<file path="config.mk">
export PLATFORM = sky130hd
export DESIGN_NAME = hazard_ctrl_flat
export DESIGN_NICKNAME = d
export VERILOG_FILES = /design/src/rtl/hazard_ctrl_pkg.sv /design/src/rtl/hazard_ctrl_if.sv /design/src/rtl/hazard_ctrl_fwd_sel.sv /design/src/rtl/hazard_ctrl.sv /design/src/flat_wrapper.sv
export SDC_FILE = /design/constraint.sdc
export NUM_CORES = 1
export LEC_CHECK = 0
export BUFFER_PORTS_ARGS = -buffer_cell sky130_fd_sc_hd__buf_2
export CELL_PAD_IN_SITES_DETAIL_PLACEMENT = 0
export CELL_PAD_IN_SITES_GLOBAL_PLACEMENT = 1
export CORE_UTILIZATION = 22
export DETAILED_ROUTE_END_ITERATION = 10
export PLACE_DENSITY_LB_ADDON = 0.1
export SETUP_SLACK_MARGIN = 0.3
export SYNTH_ARGS = -nofsm -noshare
export SYNTH_HDL_FRONTEND = slang
export SYNTH_SLANG_ARGS = --single-unit
</file>
<file path="constraint.sdc">
create_clock -name clk -period 2.4 [get_ports clk]
set_clock_uncertainty 0.05 [all_clocks]
set_input_delay 0.24 -clock clk [delete_from_list [all_inputs] [get_ports clk]]
set_output_delay 0.24 -clock clk [all_outputs]
set_load 0.05 [all_outputs]
</file>
<file path="src/rtl/hazard_ctrl_pkg.sv">
// hazard_pkg: shared types and constants for the hazard controller.
//   hz_state_e    : mul/div sequencing FSM state (RUN, MD_BUSY)
//   FWD_RF/W/M    : operand forward-select encodings (2'b11 is never driven)
package hazard_pkg;

  typedef enum logic {
    RUN     = 1'b0,
    MD_BUSY = 1'b1
  } hz_state_e;

  localparam logic [1:0] FWD_RF = 2'b00;  // register file
  localparam logic [1:0] FWD_W  = 2'b01;  // ResultW
  localparam logic [1:0] FWD_M  = 2'b10;  // ALUResultM

endpackage

</file>
<file path="src/rtl/hazard_ctrl_if.sv">
// hazard_ctrl_if: pipeline <-> hazard controller signal bundle.
//   slave  modport : the hazard controller (register indices/enables in,
//                    forward selects, stall/flush controls, counters out)
//   master modport : the pipeline datapath (opposite directions)
interface hazard_ctrl_if;
  logic [4:0]  Rs1D, Rs2D, Rs1E, Rs2E;
  logic [4:0]  RdE, RdM, RdW;
  logic        RegWriteM, RegWriteW;
  logic        ResultSrcE0, PCSrcE;
  logic        MulDivStartE, MulDivDoneE;
  logic [1:0]  ForwardAE, ForwardBE;
  logic        StallF, StallD, StallE;
  logic        FlushD, FlushE, FlushM;
  logic [31:0] StallCount, FlushCount;

  modport slave (
    input  Rs1D, Rs2D, Rs1E, Rs2E, RdE, RdM, RdW,
    input  RegWriteM, RegWriteW, ResultSrcE0, PCSrcE,
    input  MulDivStartE, MulDivDoneE,
    output ForwardAE, ForwardBE,
    output StallF, StallD, StallE, FlushD, FlushE, FlushM,
    output StallCount, FlushCount
  );

  modport master (
    output Rs1D, Rs2D, Rs1E, Rs2E, RdE, RdM, RdW,
    output RegWriteM, RegWriteW, ResultSrcE0, PCSrcE,
    output MulDivStartE, MulDivDoneE,
    input  ForwardAE, ForwardBE,
    input  StallF, StallD, StallE, FlushD, FlushE, FlushM,
    input  StallCount, FlushCount
  );
endinterface

</file>
<file path="src/rtl/hazard_ctrl_fwd_sel.sv">
// fwd_sel: forward-select comparator for one Execute source operand.
//   rs_i          : Execute source register index
//   rd_m_i/rd_w_i : Memory / Writeback destination indices
//   rw_m_i/rw_w_i : Memory / Writeback register write enables
//   fwd_o         : FWD_M, FWD_W or FWD_RF (Memory has priority)
module fwd_sel
  import hazard_pkg::*;
(
  input  logic [4:0] rs_i,
  input  logic [4:0] rd_m_i,
  input  logic [4:0] rd_w_i,
  input  logic       rw_m_i,
  input  logic       rw_w_i,
  output logic [1:0] fwd_o
);

  // x0 is hard-wired zero, so a write to it never forwards.
  logic hit_m, hit_w;
  assign hit_m = rw_m_i && (rd_m_i != 5'd0) && (rd_m_i == rs_i);
  assign hit_w = rw_w_i && (rd_w_i != 5'd0) && (rd_w_i == rs_i);

  // Memory holds the younger result, so it wins over Writeback.
  always_comb begin
    fwd_o = FWD_RF;
    if (hit_m)      fwd_o = FWD_M;
    else if (hit_w) fwd_o = FWD_W;
  end

endmodule

</file>
<file path="src/rtl/hazard_ctrl.sv">
// hazard_ctrl: RISC-V pipeline hazard unit.
//   clk, rst_n : clock, asynchronous active-low reset
//   hz (slave) : register indices/enables, load/branch/muldiv status in;
//                ForwardAE/BE, StallF/D/E, FlushD/E/M, perf counters out
// Optional feature: define HAZARD_PERF_CNT_EN to build saturating
// StallCount/FlushCount counters; otherwise both ports are tied to 0.
// All outputs are gated to 0 while rst_n is low.
module hazard_ctrl
  import hazard_pkg::*;
(
  input  logic          clk,
  input  logic          rst_n,
  hazard_ctrl_if.slave  hz
);

  // ---------------- forwarding ----------------
  logic [1:0] fwd_a, fwd_b;

  fwd_sel u_fwd_a (
    .rs_i   (hz.Rs1E),
    .rd_m_i (hz.RdM),
    .rd_w_i (hz.RdW),
    .rw_m_i (hz.RegWriteM),
    .rw_w_i (hz.RegWriteW),
    .fwd_o  (fwd_a)
  );

  fwd_sel u_fwd_b (
    .rs_i   (hz.Rs2E),
    .rd_m_i (hz.RdM),
    .rd_w_i (hz.RdW),
    .rw_m_i (hz.RegWriteM),
    .rw_w_i (hz.RegWriteW),
    .fwd_o  (fwd_b)
  );

  assign hz.ForwardAE = rst_n ? fwd_a : FWD_RF;
  assign hz.ForwardBE = rst_n ? fwd_b : FWD_RF;

  // ---------------- mul/div FSM ----------------
  // The unit latches operands in the start cycle, so once busy we only
  // wait for done. Done seen in RUN is ignored.
  hz_state_e state_q;

  always_ff @(posedge clk or negedge rst_n) begin
    if (!rst_n) begin
      state_q <= RUN;
    end else begin
      case (state_q)
        RUN:     if (hz.MulDivStartE) state_q <= MD_BUSY;
        MD_BUSY: if (hz.MulDivDoneE)  state_q <= RUN;
        default: state_q <= RUN;
      endcase
    end
  end

  // ---------------- stall / flush ----------------
  logic lw_stall, md_stall;
  logic stall_fd, flush_d, flush_e;

  assign lw_stall = hz.ResultSrcE0 && (hz.RdE != 5'd0) &&
                    ((hz.RdE == hz.Rs1D) || (hz.RdE == hz.Rs2D));

  // Stall starts in the issue cycle itself, before the FSM has moved.
  assign md_stall = ((state_q == RUN) && hz.MulDivStartE) ||
                    ((state_q == MD_BUSY) && !hz.MulDivDoneE);

  // A taken branch discards the younger instructions, so a load-use
  // stall behind it is pointless.
  assign stall_fd = rst_n && (lw_stall || md_stall) && !hz.PCSrcE;
  assign flush_d  = rst_n && hz.PCSrcE;
  // While Execute is frozen for mul/div, a bubble must not overwrite it.
  assign flush_e  = rst_n && (hz.PCSrcE || (lw_stall && !md_stall));

  assign hz.StallF = stall_fd;
  assign hz.StallD = stall_fd;
  assign hz.StallE = rst_n && md_stall;
  assign hz.FlushM = rst_n && md_stall;
  assign hz.FlushD = flush_d;
  assign hz.FlushE = flush_e;

  // ---------------- performance counters ----------------
`ifdef HAZARD_PERF_CNT_EN
  logic [31:0] stall_cnt_q, stall_cnt_d;
  logic [31:0] flush_cnt_q, flush_cnt_d;

  always_comb begin
    stall_cnt_d = stall_cnt_q;
    flush_cnt_d = flush_cnt_q;
    if (stall_fd && (stall_cnt_q != 32'hFFFF_FFFF)) stall_cnt_d = stall_cnt_q + 32'd1;
    if (flush_d  && (flush_cnt_q != 32'hFFFF_FFFF)) flush_cnt_d = flush_cnt_q + 32'd1;
  end

  always_ff @(posedge clk or negedge rst_n) begin
    if (!rst_n) begin
      stall_cnt_q <= '0;
      flush_cnt_q <= '0;
    end else begin
      stall_cnt_q <= stall_cnt_d;
      flush_cnt_q <= flush_cnt_d;
    end
  end

  assign hz.StallCount = stall_cnt_q;
  assign hz.FlushCount = flush_cnt_q;
`else
  assign hz.StallCount = 32'd0;
  assign hz.FlushCount = 32'd0;
`endif

endmodule

</file>
<file path="src/flat_wrapper.sv">
// flat-port wrapper written by rule: the top's interface ports become plain ports
module hazard_ctrl_flat import hazard_pkg::*;
  (clk, rst_n, hz_Rs1D, hz_Rs2D, hz_Rs1E, hz_Rs2E, hz_RdE, hz_RdM, hz_RdW, hz_RegWriteM, hz_RegWriteW, hz_ResultSrcE0, hz_PCSrcE, hz_MulDivStartE, hz_MulDivDoneE, hz_ForwardAE, hz_ForwardBE, hz_StallF, hz_StallD, hz_StallE, hz_FlushD, hz_FlushE, hz_FlushM, hz_StallCount, hz_FlushCount);
  hazard_ctrl_if hz_i ();
  input  logic clk;
  input  logic rst_n;
  input wire logic [$bits(hz_i.Rs1D)-1:0] hz_Rs1D;
  input wire logic [$bits(hz_i.Rs2D)-1:0] hz_Rs2D;
  input wire logic [$bits(hz_i.Rs1E)-1:0] hz_Rs1E;
  input wire logic [$bits(hz_i.Rs2E)-1:0] hz_Rs2E;
  input wire logic [$bits(hz_i.RdE)-1:0] hz_RdE;
  input wire logic [$bits(hz_i.RdM)-1:0] hz_RdM;
  input wire logic [$bits(hz_i.RdW)-1:0] hz_RdW;
  input wire logic [$bits(hz_i.RegWriteM)-1:0] hz_RegWriteM;
  input wire logic [$bits(hz_i.RegWriteW)-1:0] hz_RegWriteW;
  input wire logic [$bits(hz_i.ResultSrcE0)-1:0] hz_ResultSrcE0;
  input wire logic [$bits(hz_i.PCSrcE)-1:0] hz_PCSrcE;
  input wire logic [$bits(hz_i.MulDivStartE)-1:0] hz_MulDivStartE;
  input wire logic [$bits(hz_i.MulDivDoneE)-1:0] hz_MulDivDoneE;
  output wire logic [$bits(hz_i.ForwardAE)-1:0] hz_ForwardAE;
  output wire logic [$bits(hz_i.ForwardBE)-1:0] hz_ForwardBE;
  output wire logic [$bits(hz_i.StallF)-1:0] hz_StallF;
  output wire logic [$bits(hz_i.StallD)-1:0] hz_StallD;
  output wire logic [$bits(hz_i.StallE)-1:0] hz_StallE;
  output wire logic [$bits(hz_i.FlushD)-1:0] hz_FlushD;
  output wire logic [$bits(hz_i.FlushE)-1:0] hz_FlushE;
  output wire logic [$bits(hz_i.FlushM)-1:0] hz_FlushM;
  output wire logic [$bits(hz_i.StallCount)-1:0] hz_StallCount;
  output wire logic [$bits(hz_i.FlushCount)-1:0] hz_FlushCount;
  assign hz_i.Rs1D = hz_Rs1D;
  assign hz_i.Rs2D = hz_Rs2D;
  assign hz_i.Rs1E = hz_Rs1E;
  assign hz_i.Rs2E = hz_Rs2E;
  assign hz_i.RdE = hz_RdE;
  assign hz_i.RdM = hz_RdM;
  assign hz_i.RdW = hz_RdW;
  assign hz_i.RegWriteM = hz_RegWriteM;
  assign hz_i.RegWriteW = hz_RegWriteW;
  assign hz_i.ResultSrcE0 = hz_ResultSrcE0;
  assign hz_i.PCSrcE = hz_PCSrcE;
  assign hz_i.MulDivStartE = hz_MulDivStartE;
  assign hz_i.MulDivDoneE = hz_MulDivDoneE;
  assign hz_ForwardAE = hz_i.ForwardAE;
  assign hz_ForwardBE = hz_i.ForwardBE;
  assign hz_StallF = hz_i.StallF;
  assign hz_StallD = hz_i.StallD;
  assign hz_StallE = hz_i.StallE;
  assign hz_FlushD = hz_i.FlushD;
  assign hz_FlushE = hz_i.FlushE;
  assign hz_FlushM = hz_i.FlushM;
  assign hz_StallCount = hz_i.StallCount;
  assign hz_FlushCount = hz_i.FlushCount;
  hazard_ctrl u_core (.clk(clk), .rst_n(rst_n), .hz(hz_i));
endmodule
</file>
* Word level (Yosys, flattened, before mapping)
Cells that the tools add are included.
** Word-level totals
- Flip-flop bits (word level) :: 1
- Bits of input ports :: 43
- Output and inout bits :: 74
- Word-level logic and storage cells :: 43
** Operators by class
- Equality and inequality tests :: 6
- Multiplexer cells :: 9
- Bitwise logic cells :: 1
- Reductions and logical operators :: 26
** Operators by type and width (count)
- 5-bit == test :: 6
- 1-bit logical AND :: 16
- 5-bit nonzero test :: 3
- 2-bit two-way mux :: 4
- 1-bit logical OR :: 4
- 1-bit two-way mux :: 4
- 1-bit zero test :: 3
- 1-bit one-hot mux with 2 select lines :: 1
- 1-bit NOT :: 1

* Logic depth before layout (Yosys ltp)
- Depth in word-level cells :: 7
- Mapped depth :: 5

* By module
A second synthesis with hierarchy kept.
** Second synthesis, totals
- Cell total of the unflattened synthesis :: 140
- Area, all modules :: 1058.5 µm²
** Modules (own cells, without submodules)
- hazard_ctrl :: times used 1, cells each 98, area each 740.7 µm², sequential area each 25.0 µm²
- fwd_sel :: times used 2, cells each 21, area each 158.9 µm², sequential area each 0.0 µm²

* Least setup slack after synthesis
OpenSTA, ideal clock, no wires.
- Path type :: input to output
- Start point :: input port hz_RdE[3]
- End point :: output port hz_StallF
- Arrival :: 2.832 ns
- Setup slack :: -0.722 ns
- Stages :: 5
- Path buffers :: 1
- Cells stage by stage :: xor2_1 > nor3_1 > a22oi_1 > o41ai_1 > buf_4
** Between the ends
- Cells in the longest elaborated chain, start to end :: 6
- Elaborated cells between the ends (all ways) :: 9
- Those cells by class :: 2 x eq/ne; 7 x reduce/logical
** RTL lines
- start, declared :: RTL line flat_wrapper.sv:11 : input wire logic [$bits(hz_i.RdE)-1:0] hz_RdE;
- 5-bit == test / 5-bit nonzero test (equally long branches) :: RTL line hazard_ctrl.sv:62, hazard_ctrl.sv:61
- 1-bit logical OR / 1-bit logical AND (equally long branches) :: RTL line hazard_ctrl.sv:62, hazard_ctrl.sv:61
- 1-bit logical AND * :: RTL line hazard_ctrl.sv:61 : assign lw_stall = hz.ResultSrcE0 && (hz.RdE != 5'd0) &&
- 1-bit logical OR * :: RTL line hazard_ctrl.sv:70 : assign stall_fd = rst_n && (lw_stall || md_stall) && !hz.PCSrcE;
- 1-bit logical AND * (2 in series) :: RTL line hazard_ctrl.sv:70
- end, declared :: RTL line flat_wrapper.sv:22 : output wire logic [$bits(hz_i.StallF)-1:0] hz_StallF;
Mark *: on every way between the ends. The rest lies on a longest branch, timed or not.

* Worst setup path after layout
- Start point :: input port hz_RdE[3]
- End point :: output port hz_StallD
** Between the ends
- Cells in the longest elaborated chain, start to end :: 6
- Elaborated cells between the ends (all ways) :: 9
- Those cells by class :: 2 x eq/ne; 7 x reduce/logical
** RTL lines
- 5-bit == test / 5-bit nonzero test (equally long branches) :: RTL line hazard_ctrl.sv:62, hazard_ctrl.sv:61
- 1-bit logical OR / 1-bit logical AND (equally long branches) :: RTL line hazard_ctrl.sv:62, hazard_ctrl.sv:61
- 1-bit logical AND * :: RTL line hazard_ctrl.sv:61
- 1-bit logical OR * :: RTL line hazard_ctrl.sv:70
- 1-bit logical AND * (2 in series) :: RTL line hazard_ctrl.sv:70
- end, declared :: RTL line flat_wrapper.sv:23 : output wire logic [$bits(hz_i.StallD)-1:0] hz_StallD;
Marks and branches as above.

==> results by stage <==
Floorplan:
- The floorplan step set the die width to 69.0 µm.
- The effective utilization at floorplan is 23.8%.
- The top-level I/O count is 117.
- The floorplan step set the die height to 69.0 µm.
- The floorplan has 23 rows.
- The total area inside the core boundary comes to 4140 µm².
- The die footprint is 4760 µm².

GRT:
- The first global-routing pass estimated 2590 µm of wire.
- The total overflow left after global routing is 0.
- Entering global routing, the biggest net connects 9 pins.
- For this run, the total global-route usage over all layers was measured as 6.80%.
- The number of antenna violations at the first check in global routing is 0.
- The via count of the first global-routing pass is 635.

Logic synthesis:
- The dominant cell type by area after synthesis is sky130_fd_sc_hd__buf_4.
- Yosys mapped the design onto 21 distinct sky130hd cell types.
- The synthesized design contains 0 enable-type register cells.
- The number of instances in the synthesized netlist is 130.
- The number of synthesis warnings is 0.
- The most frequently used cell type in the post-synthesis netlist is sky130_fd_sc_hd__buf_4.
- The predominant post-synthesis flop cell is sky130_fd_sc_hd__dfrtp_1.
- For this run, asynchronously set or reset flops after synthesis account for 100%.
- The post-synthesis instance area is 987 µm².
- In this run, synthesis produced a sequential element count of 1.
- The commonest cells after synthesis are 66 x sky130_fd_sc_hd__buf_4, 20 x sky130_fd_sc_hd__xor2_1, 10 x sky130_fd_sc_hd__xnor2_1.
- The post-synthesis area per instance is 7.59 µm².
- Summed over its instances, the top area cell type makes up 50.2% of the synthesized netlist area.
- Ranked by total cell area, the synthesized netlist is headed by sky130_fd_sc_hd__buf_4 50%, sky130_fd_sc_hd__xor2_1 18%, sky130_fd_sc_hd__xnor2_1 8.9%, sky130_fd_sc_hd__dfrtp_1 2.5%, sky130_fd_sc_hd__or4_1 2.3%.
- The proportion of synthesized chip area in sequential cells is 2.53%.

Routing:
- Using the TritonRoute via totals, the vias-per-cell ratio works out to 3.47.
- The post-route DRC violation count is 0.
- For this block, the routed nets add up to 2050 µm of wire.
- The iteration count of the initial detailed-routing pass is 2.
- After detailed routing, the average wire length per cell comes to 8.96 µm.
- The number of vias in the routed layout is 795.
- For this block, the initial DRC count from the detailed router was 13.
- The count of nets left with antenna violations once routing finished came out at 0.

STA:
- The clock period could shrink to 1.88 ns.
- The worst path uses 78.5% of the clock period.
- The number of hold-slack violations in the final timing report was 0.
- Timing would allow up to 531 MHz.
- The worst pin sits at a relative slew slack of 65.4%.
- The number of slew-limit violations in the final report is 0.
- At the pin with the least slew margin, the transition time is 0.515 ns.
- The setup TNS is 0 ns.
- The count of final setup violators is 0.
- Setup repair after global routing left no endpoint under its margin.
- The tightest hold path in the finished design has a slack of 0.0151 ns.

Worst hold path:
- The kind of path behind the tightest hold check is in -> async.

Pwr:
- The net switching fraction of the power is 78.6%.
- Power comes to 0.000389 W.
- The static leakage is 0.614 nW.
- In this run the power density over the cells is 365 nW/µm².
- The internal power of the cells totals 0.0000833 W.
- The worst ir drop on vdd is 0.000101 V.
- Per report_power, the clock group accounts for 0% of the total.
- The part of the power in registers is 5.0%.
- The relative contribution of combinational cells to total power is 95.0%.
- In this run the power spent charging and discharging nets is 0.000306 W.

Cells and area:
- Cells fill 25.7% of the core in the end.
- The number of antenna diodes in the final layout is 0.
- From synthesis to final layout, the design area changed by 7.98%.
- The share of post-route cells with drive strength above 1 is 31.8%.
- The largest registers in the layout are u_core.state_q (1).
- The register with the most flip-flops in the final layout is u_core.state_q.
- The number of flip-flops under the largest register name came to 1.
- In the final design database the tool counted 224 nets.

Worst setup path:
- The signal on the critical path passes through buf_2, xor2_1, nor3_1, a22oi_1, o41ai_2, buf_2.
- The critical path launch point type is an input pin.
- In this design, the stage delay of the slowest critical-path cell is 0.37 ns.
- The kind of end point of the critical path is a primary output.
- At the worst endpoint, the arrival time is 1.59 ns.
- Counting stages on the worst path, the most repeated cell is sky130_fd_sc_hd__buf_2.
- The critical path in this run is classified as in -> out.
- Together, buffers and inverters on the worst path number 2.
- Along the worst path, the maximum fanout reaches 3.
- The standard cell with the maximum stage delay on the critical path is sky130_fd_sc_hd__o41ai_2.
- The kind of cell with the highest combined delay on the critical path is compound AO/OA/AOI/OAI gates.
- Data on the critical path is required at its endpoint by 2.11 ns.

Place:
- After legalization and detailed placement, the total HPWL measured 1940 µm.
- The congestion estimate from routability-driven global placement came to 0.699.
- The count of port buffers added during placement is 52.

Clocking:
- The clock reaches the later pin of the worst-skew pair after 0 ns.
- Post-CTS timing repair inserted 0 buffers for setup.
- The quantity of hold-fixing buffers added after cts is 0.
- The number of gates resized after CTS was 0.
- Clock-pin slew was measured on the worst setup and hold paths at 0 ns.

Job:
- Max-cap violations in this run came to 0.

Status:
- The flow ran to the end, and the final reports show no timing, DRC or antenna violations.
[power groups by stage]
stage	Clock [W]	Sequential (W)	Combinational, W
6_report	0	0.0000196	0.000369
5_1_grt	0	0.0000198	0.000390
4_1_cts	0	0.0000196	0.000368
3_5_place_dp	0	0.0000196	0.000367
3_3_place_gp	0	0.0000196	0.000369
2_1_floorplan	0	0.0000195	0.000385
[through the flow]
| step | area (µm²) | setup WS [ns] | instances |
|---|---|---|---|
| finish | 1070 | 0.517 | 229 |
| global route | 1070 | 0.425 | 229 |
| CTS | 1070 | 0.539 | 229 |
| detailed placement | 1070 | 0.539 | 229 |
| global placement | 1070 | 0.546 | 229 |
| floorplan | 1240 | 0.0220 | 193 |
[final timing paths]
path	slack [ns]	endpoint	cells after the start	startpoint
min reg2reg	0.49	u_core.state_q	1	u_core.state_q
min	0.02	u_core.state_q	1	rst_n
max in group asynchronous	2.14	u_core.state_q	1	rst_n
max reg2reg	1.55	u_core.state_q	1	u_core.state_q
max	0.52	hz_StallD	6	hz_RdE[3]
min in group clk	0.47	u_core.state_q	2	hz_MulDivDoneE
[area by class of cell]
| class | count | area, µm² |
|---|---|---|
| Fill cell | 481 | 3080 |
| Multi-Input combinational cell | 123 | 707 |
| Timing Repair Buffer | 52 | 260 |
| Tap cell | 50 | 62.6 |
| Sequential cell | 1 | 25.0 |
| Inverter | 3 | 11.3 |
[metal layers]
| metal | track usage (%) | part of all wire (%) | vias to the layer above |
|---|---|---|---|
| li1 | - | - | 390 |
| met1 | 8.09 | 37 | 336 |
| met2 | 13.5 | 47 | 69 |
| met3 | 0.822 | 16 | 0 |
| met4 | 0 | 0 | 0 |
| met5 | 0 | 0 | - |
[logic make-up (layout without fill, tap and decap cells)]
group,after synthesis,after routing,share of synthesized area (%)
flops,1,1,2.53
simple gates,22,22,13.4
other cells,1,64,0.380
xor+xnor,30,30,26.6
buf+inv,69,55,51.3
mux,1,1,1.01
compound gates,6,6,4.69
[cell usage in the layout (no fill, tap or decap)]
cell,n
sky130_fd_sc_hd__a22oi_1,1
sky130_fd_sc_hd__and2_1,3
sky130_fd_sc_hd__buf_2,52
sky130_fd_sc_hd__conb_1,64
sky130_fd_sc_hd__dfrtp_1,1
sky130_fd_sc_hd__inv_1,3
sky130_fd_sc_hd__mux2i_1,1
sky130_fd_sc_hd__nand2_1,1
sky130_fd_sc_hd__nand3_1,4
sky130_fd_sc_hd__nand3b_1,1
sky130_fd_sc_hd__nor2_1,2
sky130_fd_sc_hd__nor3_1,4
sky130_fd_sc_hd__nor3_2,2
sky130_fd_sc_hd__nor4_1,2
sky130_fd_sc_hd__o211ai_1,1
sky130_fd_sc_hd__o21ai_0,1
sky130_fd_sc_hd__o21ai_2,1
sky130_fd_sc_hd__o41ai_2,2
sky130_fd_sc_hd__or4_1,3
sky130_fd_sc_hd__xnor2_1,10
sky130_fd_sc_hd__xor2_1,20
(Power assumes the default switching activity.)
